[config.mk]
export PLATFORM = sky130hd
export DESIGN_NAME = johnson_decoder
export DESIGN_NICKNAME = d
export VERILOG_FILES = /design/src/rtl/johnson_decoder.sv
export SDC_FILE = /design/constraint.sdc
export NUM_CORES = 1
export LEC_CHECK = 0
export CORE_UTILIZATION = 63
export CTS_BUF_LIST = sky130_fd_sc_hd__clkbuf_4 sky130_fd_sc_hd__clkbuf_8
export DETAILED_ROUTE_END_ITERATION = 16
export PLACE_DENSITY_LB_ADDON = 0.2
export SYNTH_ARGS = -nofsm -noshare
export SYNTH_HDL_FRONTEND = slang
export SYNTH_SLANG_ARGS = --single-unit
[constraint.sdc]
create_clock -name clk -period 2.8 [get_ports clk]
set_clock_uncertainty 0.05 [all_clocks]
set_input_delay 0.28 -clock clk [delete_from_list [all_inputs] [get_ports clk]]
set_output_delay 0.28 -clock clk [all_outputs]
set_load 0.05 [all_outputs]
[src/rtl/johnson_decoder.sv]
`default_nettype none
// ============================================================================
//  Module      : johnson_decoder
//  Description : Converts a stream of N-bit Johnson codes into binary state
//                indices. Flags illegal codes and out-of-order steps, and
//                tracks lock after LOCK_CNT consecutive correct steps.
//                Define JDEC_ERR_COUNT_EN to add the saturating 8-bit
//                err_count output.
//  Revision    : 1.0 - initial release
// ============================================================================
module johnson_decoder #(
  parameter int N        = 4,
  parameter int LOCK_CNT = 4
) (
  input  logic                        clk,
  input  logic                        reset,
  input  logic                        in_valid,
  input  logic [N-1:0]                code_in,
  output logic                        out_valid,
  output logic [$clog2(2*N)-1:0]      idx_out,
  output logic                        illegal,
  output logic                        seq_err,
`ifdef JDEC_ERR_COUNT_EN
  output logic [7:0]                  err_count,
`endif
  output logic                        locked
);

  localparam int              IW       = $clog2(2*N);
  localparam logic [IW-1:0]   LAST_IDX = IW'(2*N - 1);
  localparam logic [7:0]      LOCK_MAX = 8'(LOCK_CNT);

  typedef enum logic [0:0] {
    UNLOCKED = 1'b0,
    LOCKED   = 1'b1
  } lock_state_t;

  // Index implied by the code's popcount; only meaningful if the code is legal.
  function automatic logic [IW-1:0] decode_idx(input logic [N-1:0] code);
    int pop;
    pop = 0;
    for (int i = 0; i < N; i++) pop += int'(code[i]);
    if (code[N-1] || (code == '0)) return IW'(pop);
    else                           return IW'(2*N - pop);
  endfunction

  // Canonical code word for ring position k.
  function automatic logic [N-1:0] code_of(input logic [IW-1:0] k);
    logic [N-1:0] c;
    int           ki;
    ki = int'(k);
    for (int i = 0; i < N; i++) begin
      if (ki <= N) c[i] = (i >= N - ki);
      else         c[i] = (i < 2*N - ki);
    end
    return c;
  endfunction

  logic              out_valid_q, out_valid_d;
  logic [IW-1:0]     idx_q,       idx_d;
  logic              illegal_q,   illegal_d;
  logic              seq_err_q,   seq_err_d;
  logic              have_prev_q, have_prev_d;
  logic [IW-1:0]     prev_q,      prev_d;
  logic [7:0]        good_q,      good_d;
  lock_state_t       state_q,     state_d;
  logic [IW-1:0]     dec_idx;
  logic              code_legal;
  logic [IW-1:0]     next_idx;

  // Decode the incoming code and its legality check.
  always_comb begin
    dec_idx    = decode_idx(code_in);
    code_legal = (code_of(dec_idx) == code_in) && (dec_idx <= LAST_IDX);
    next_idx   = (prev_q == LAST_IDX) ? '0 : prev_q + 1'b1;
  end

  // Next-state: step checking, good-step counting and lock transitions.
  always_comb begin
    out_valid_d = in_valid;
    idx_d       = idx_q;
    illegal_d   = 1'b0;
    seq_err_d   = 1'b0;
    have_prev_d = have_prev_q;
    prev_d      = prev_q;
    good_d      = good_q;
    state_d     = state_q;
    if (in_valid) begin
      if (!code_legal) begin
        illegal_d   = 1'b1;
        idx_d       = '0;
        have_prev_d = 1'b0;
        good_d      = '0;
        state_d     = UNLOCKED;
      end else begin
        idx_d  = dec_idx;
        prev_d = dec_idx;
        if (!have_prev_q) begin
          have_prev_d = 1'b1;
          good_d      = '0;
        end else if (dec_idx == next_idx) begin
          good_d = (good_q >= LOCK_MAX) ? LOCK_MAX : good_q + 8'd1;
          if (good_d == LOCK_MAX) state_d = LOCKED;
        end else begin
          // Resynchronise to the new index so one glitch costs one error.
          seq_err_d = 1'b1;
          good_d    = '0;
          state_d   = UNLOCKED;
        end
      end
    end
  end

  // Register all state and outputs; reset clears everything immediately.
  always_ff @(posedge clk or negedge reset) begin
    if (!reset) begin
      out_valid_q <= 1'b0;
      idx_q       <= '0;
      illegal_q   <= 1'b0;
      seq_err_q   <= 1'b0;
      have_prev_q <= 1'b0;
      prev_q      <= '0;
      good_q      <= '0;
      state_q     <= UNLOCKED;
    end else begin
      out_valid_q <= out_valid_d;
      idx_q       <= idx_d;
      illegal_q   <= illegal_d;
      seq_err_q   <= seq_err_d;
      have_prev_q <= have_prev_d;
      prev_q      <= prev_d;
      good_q      <= good_d;
      state_q     <= state_d;
    end
  end

`ifdef JDEC_ERR_COUNT_EN
  logic [7:0] err_count_q, err_count_d;

  // Count every flagged result, sticking at 255.
  always_comb begin
    err_count_d = err_count_q;
    if ((illegal_d || seq_err_d) && (err_count_q != 8'hFF))
      err_count_d = err_count_q + 8'd1;
  end

  // Error counter register, cleared only by reset.
  always_ff @(posedge clk or negedge reset) begin
    if (!reset) err_count_q <= '0;
    else        err_count_q <= err_count_d;
  end

  assign err_count = err_count_q;
`endif

  assign out_valid = out_valid_q;
  assign idx_out   = idx_q;
  assign illegal   = illegal_q;
  assign seq_err   = seq_err_q;
  assign locked    = (state_q == LOCKED);

endmodule
`default_nettype wire

==> impl_summary.log, run 1 <==
INFO  metric dominantRegCellSynth = dfrtp_1
INFO  metric fp-row-count = 16
INFO  metric htree_levels = 1
INFO  metric die_height = between 40 and 50 um
INFO  metric detailed_placer_s_ending_hpwl = roughly 3600 um
INFO  metric total_of_flip_flops_plus_latches_after_synthesis = 19
INFO  metric initial_utilization = 0.689
INFO  metric synth_warnings = 0
INFO  metric clock_sink_total = 19
INFO  metric synthTopCellsByCount = dfrtp_1, inv_1, ha_1, nor2b_1
INFO  metric mappedNetlistArea = 1380 um2
INFO  metric yosysTopAreaCell = dfrtp_1
INFO  metric cts_max_path_buffers = 2
INFO  metric synth_most_common_cell = dfrtp_1
INFO  metric number_of_standard_cells_after_synthesis = approximately 140
INFO  metric cts_root_buf = clkbuf_4
INFO  metric synth_top_cells_by_area = dfrtp_1, ha_1, inv_1, nor2b_1, mux2_4
INFO  metric unique_masters_post_synth = 46
INFO  metric syn_nets = roughly 160
INFO  metric fp.dieW = around 50 um
INFO  metric post-cts-setup-buffers = 7
INFO  metric synth_top_area_share = 0.345
INFO  metric synth-edff-count = 0
INFO  metric status = did not finish
INFO  metric postCtsResizedCells = 22
INFO  metric outcome.stop_stage = clock tree synthesis (4_1_cts)
INFO  metric ys_async_sr_fraction = 1.00
INFO  metric syn_area_per_cell = between 10 and 15 um2
INFO  metric ios = 14
INFO  metric synth_seq_area_share = 0.345
INFO  metric place.gp.congestion = around 0.90
INFO  metric cts-buffers-inserted = 3
INFO  metric run.stop_error = [ERROR DPL-0033] detailed placement checks failed during check placement.
INFO  metric io_buffers = 13
INFO  metric cts_hold_buf = 0
[per-stage QoR]
step                setup WS (ns)  std cells  cell area (um2)   util
floorplan                   -1.13        135             1470      -
global placement            -1.59        207             1860  0.931
detailed placement          -1.91        207             1860  0.931
[cells by family after synthesis]
family / Yosys count / share of synthesized area
fa+ha+maj: 14 / 0.132
xor+xnor: 3 / 0.0191
flops: 19 / 0.345
mux: 4 / 0.0399
compound gates: 36 / 0.203
buf+inv: 20 / 0.0599
simple gates: 39 / 0.201
==> inputs of run 2 (changes only) <==
- CORE_AREA: unset -> 2 2 63 65
- CORE_UTILIZATION: 63 -> unset
- CTS_BUF_LIST: sky130_fd_sc_hd__clkbuf_4 sky130_fd_sc_hd__clkbuf_8 -> unset
- DIE_AREA: unset -> 0 0 65 67
- PLACE_DENSITY_LB_ADDON: 0.2 -> 0.15
==> run 2 against run 1 <==
  * The flow now finishes, with violations (negative setup slack)
  * Synthesized area did not move
  * Synthesized cell count is the same
==> impl_summary.log, run 2 <==
INFO  metric status = complete, but fails checks
INFO  metric failing_checks = negative setup slack
INFO  metric worst_ep_required_time = 2.93 ns
INFO  metric synth_top_cells_by_area = dfrtp_1, ha_1, inv_1, nor2b_1, mux2_4
INFO  metric max-vdd-ir-drop = around 0.21 mV
INFO  metric maximum_number_of_pins_on_one_net_before_global_route_repair = 20
INFO  metric number_of_standard_cells_after_synthesis = 135 (unchanged)
INFO  metric die_height = 67 um (+37%)
INFO  metric unique_masters_post_synth = 46 (unchanged)
INFO  metric tritoncts = yes
INFO  metric cts_max_path_buffers = 2 (unchanged)
INFO  metric critical_path.most_common_cell = ha_4
INFO  metric drc = 0
INFO  metric final.period_utilization = 1.36
INFO  metric critical_path.max_fanout = 4
INFO  metric share_comb_of_total_power = 0.578
INFO  metric detailed_placer_s_ending_hpwl = 2610 um (-28%)
INFO  metric sw_frac_of_total = 0.368
INFO  metric drtAntennaViolNets = 0
INFO  metric p_total = about 1.2 mW
INFO  metric clock_sink_total = 19 (unchanged)
INFO  metric yosysTopAreaCell = dfrtp_1
INFO  metric critPathSlowestCell = fa_1
INFO  metric dominantRegCellSynth = dfrtp_1
INFO  metric num_antenna_cells = 0
INFO  metric htree_levels = 1 (unchanged)
INFO  metric slowest_cell_delay_on_critical_path = between 0.5 and 0.6 ns
INFO  metric place.gp.congestion = 0.974 (+8.2%)
INFO  metric transition_time_of_the_tightest_slew_check_pin = approximately 0.82 ns
INFO  metric largest_register_ff_count = 8
INFO  metric p_int = 778 uW
INFO  metric io_buffers = 13 (unchanged)
INFO  metric routed_wire_length = approximately 3300 um
INFO  metric p_clk_frac = 0.157
INFO  metric timing.critical_path.cells = buf_8 -> inv_6 -> fa_1 -> inv_2 -> ha_4 -> ha_4 -> inv_4 -> ha_4 -> o31a_4 -> nor2_4 -> inv_2 -> ha_4 -> nand4bb_1 -> a31oi_1 -> o311a_1 -> a211o_1 -> nand3_2 -> a2111oi_4 -> buf_4 -> nand4_1 -> o22ai_2
INFO  metric rr_endpoint = good_q[0]
INFO  metric cellLeakagePower = ~0.9 nW
INFO  metric synth-edff-count = 0 (unchanged)
INFO  metric initial_drc_count = 41
INFO  metric synthTopCellsByCount = dfrtp_1, inv_1, ha_1, nor2b_1
INFO  metric mappedNetlistArea = 1380 um2 (unchanged)
INFO  metric dpl-instance-area = 1870 um2 (+0.60%)
INFO  metric cts-buffers-inserted = 3 (unchanged)
INFO  metric clock_insertion_delay_worst_skew = between 0.2 and 0.3 ns
INFO  metric final.hold.worst_slack = about 0.44 ns
INFO  metric core = 3610 um2
INFO  metric slew_headroom = 0.453
INFO  metric power.switching = between 400 and 500 uW
INFO  metric drv_slew = 0
INFO  metric via_count = 1206
INFO  metric postLayoutCellArea = roughly 2000 um2
INFO  metric setup_repair_after_global_routing_missed_its_margin = yes
INFO  metric area.growth.synth_to_final = 45.5%
INFO  metric cts_root_buf = clkbuf_8
INFO  metric timing.setup.tns = -12.18 ns
INFO  metric post-route-worst-setup-slack = -1.00 ns
INFO  metric antenna_found_initial = 0
INFO  metric ff2ff_setup_slack = about 0.9 ns
INFO  metric synth_seq_area_share = 0.345 (unchanged)
INFO  metric final.fill_count = about 320
INFO  metric power_per_cell_area = around 600 nW/um2
INFO  metric final_cell_mix = buf_4, dfrtp_1, inv_1
INFO  metric fp-row-count = 22 (+6)
INFO  metric worst_setup_hold_path_clk_slew = approximately 0.080 ns
INFO  metric ff2ff_path_depth = 8
INFO  metric place_ws = -1.80 ns (+0.109 ns)
INFO  metric fp.dieW = 65 um (+33%)
INFO  metric drt-pass1-iter-count = 4
INFO  metric die_area = 4360 um2
INFO  metric placedCellCount = 226 (+9.2%)
INFO  metric layout.cells.most_common = buf_4
INFO  metric r2r-start = prev_q[0]
INFO  metric setup.worst_path.start_class = input pin
INFO  metric worst-endpoint-arrival = a little under 4 ns
INFO  metric syn_area_per_cell = 10.2 um2 (unchanged)
INFO  metric criticalPathCategory = in -> reg
INFO  metric setup_viol_count_final = 13
INFO  metric ios = 14 (unchanged)
INFO  metric fmax = approximately 260 MHz
INFO  metric first_global_vias = ~1200
INFO  metric timing_hold_violations_final = 0
INFO  metric globalRouteOverflowTotal = 0
INFO  metric fin_cells = 235
INFO  metric kind_of_end_point_of_the_critical_path = flip-flop
INFO  metric grt_pass1_wl = 5640 um
INFO  metric layout.nets = about 210
INFO  metric average_wire_per_cell_in_the_routed_design = around 14 um
INFO  metric initial_utilization = 0.382 (-0.306)
INFO  metric groute.usage.overall = 0.168
INFO  metric total_of_flip_flops_plus_latches_after_synthesis = 19 (unchanged)
INFO  metric synth_warnings = 0 (unchanged)
INFO  metric synth_top_area_share = 0.345 (unchanged)
INFO  metric syn_nets = 156 (unchanged)
INFO  metric ys_async_sr_fraction = 1.00 (unchanged)
INFO  metric final_layout_size_suffix_gt1_frac = 0.406
INFO  metric synth_most_common_cell = dfrtp_1
INFO  metric max-cap-violations = 0
INFO  metric finish.utilization = 0.556
INFO  metric worstHoldPathType = in -> async
INFO  metric regMostFlops = good_q
INFO  metric clock_period_minus_worst_slack = approximately 3.8 ns
INFO  metric share_seq_of_total_power = 0.265
INFO  metric post_drt_via_cell_ratio = slightly above 5
[run 2: cell counts after synthesis]
No cell type changed its count.
[run 2: worst max-delay path: cells and delay by family]
family,cells,cell delay (ns)
fa+ha+maj,5,1.34
simple gates,4,0.54
compound gates,6,1.32
buf+inv,6,0.45
[run 2: timing repair]
action                                 CTS  global route
setup buffers                            4             1
hold buffers                             0             0
setup endpoints to repair               13            13
pin swaps                               10            11
endpoints found under the hold margin    0             0
gates resized for setup                 21             5
[run 2: worst max path at each step]
stage,start,end,slack [ns]
4_1_cts,code_in[0],good_q[0],-1.13
2_1_floorplan,code_in[3],prev_q[1],-1.13
6_report,code_in[3],good_q[0],-1.00
3_5_place_dp,code_in[0],good_q[0],-1.80
5_1_grt,code_in[3],good_q[0],-1.19
3_3_place_gp,code_in[0],good_q[0],-1.66
[run 2: kinds of logic (layout without fill, tap and decap cells)]
family,after synthesis,after routing,share of synthesized area
AOI/OAI and AO/OA,36,36,0.203
xor gates and xnor gates,3,3,0.0191
adders and majority gates,14,14,0.132
buffers and inverters,20,72,0.0599
DFF,19,19,0.345
muxes,4,4,0.0399
and+or+nand+nor,39,39,0.201
[run 2: layout make-up]
type | count | area [um2] | area share
clock buffer | 3 | 41.3 | 0.0206
clock inverter | 1 | 7.51 | 0.00374
inverter | 18 | 77.6 | 0.0387
multi-input combinational | 96 | 927 | 0.462
sequential | 19 | 475 | 0.237
tap | 48 | 60.1 | 0.0299
timing repair buffer | 50 | 417 | 0.208
[run 2: layer usage]
metal | global-route usage | part of all wire | up-vias
met3 | 0.0203 | 0.020 | 2
met5 | 0 | 0 | -
met4 | 0.0479 | 0.0058 | 0
li1 | - | - | 597
met2 | 0.291 | 0.52 | 15
met1 | 0.218 | 0.45 | 592
[run 2: power by group through the flow]
stage               logic [mW]  registers, mW  clock network, mW
finish                   0.712          0.326              0.194
global placement         0.654          0.329                  0
CTS                      0.701          0.326              0.200
detailed placement       0.672          0.332                  0
global route             0.785          0.330              0.210
floorplan                0.403          0.353                  0
No activity file was read; power rests on OpenSTA's default activity.
==> inputs of run 3 (changes only) <==
- HOLD_SLACK_MARGIN: unset -> 0.08
==> results of run 3 <==
Same layout as run 2: the final DEF is identical, and so are final timing and power.
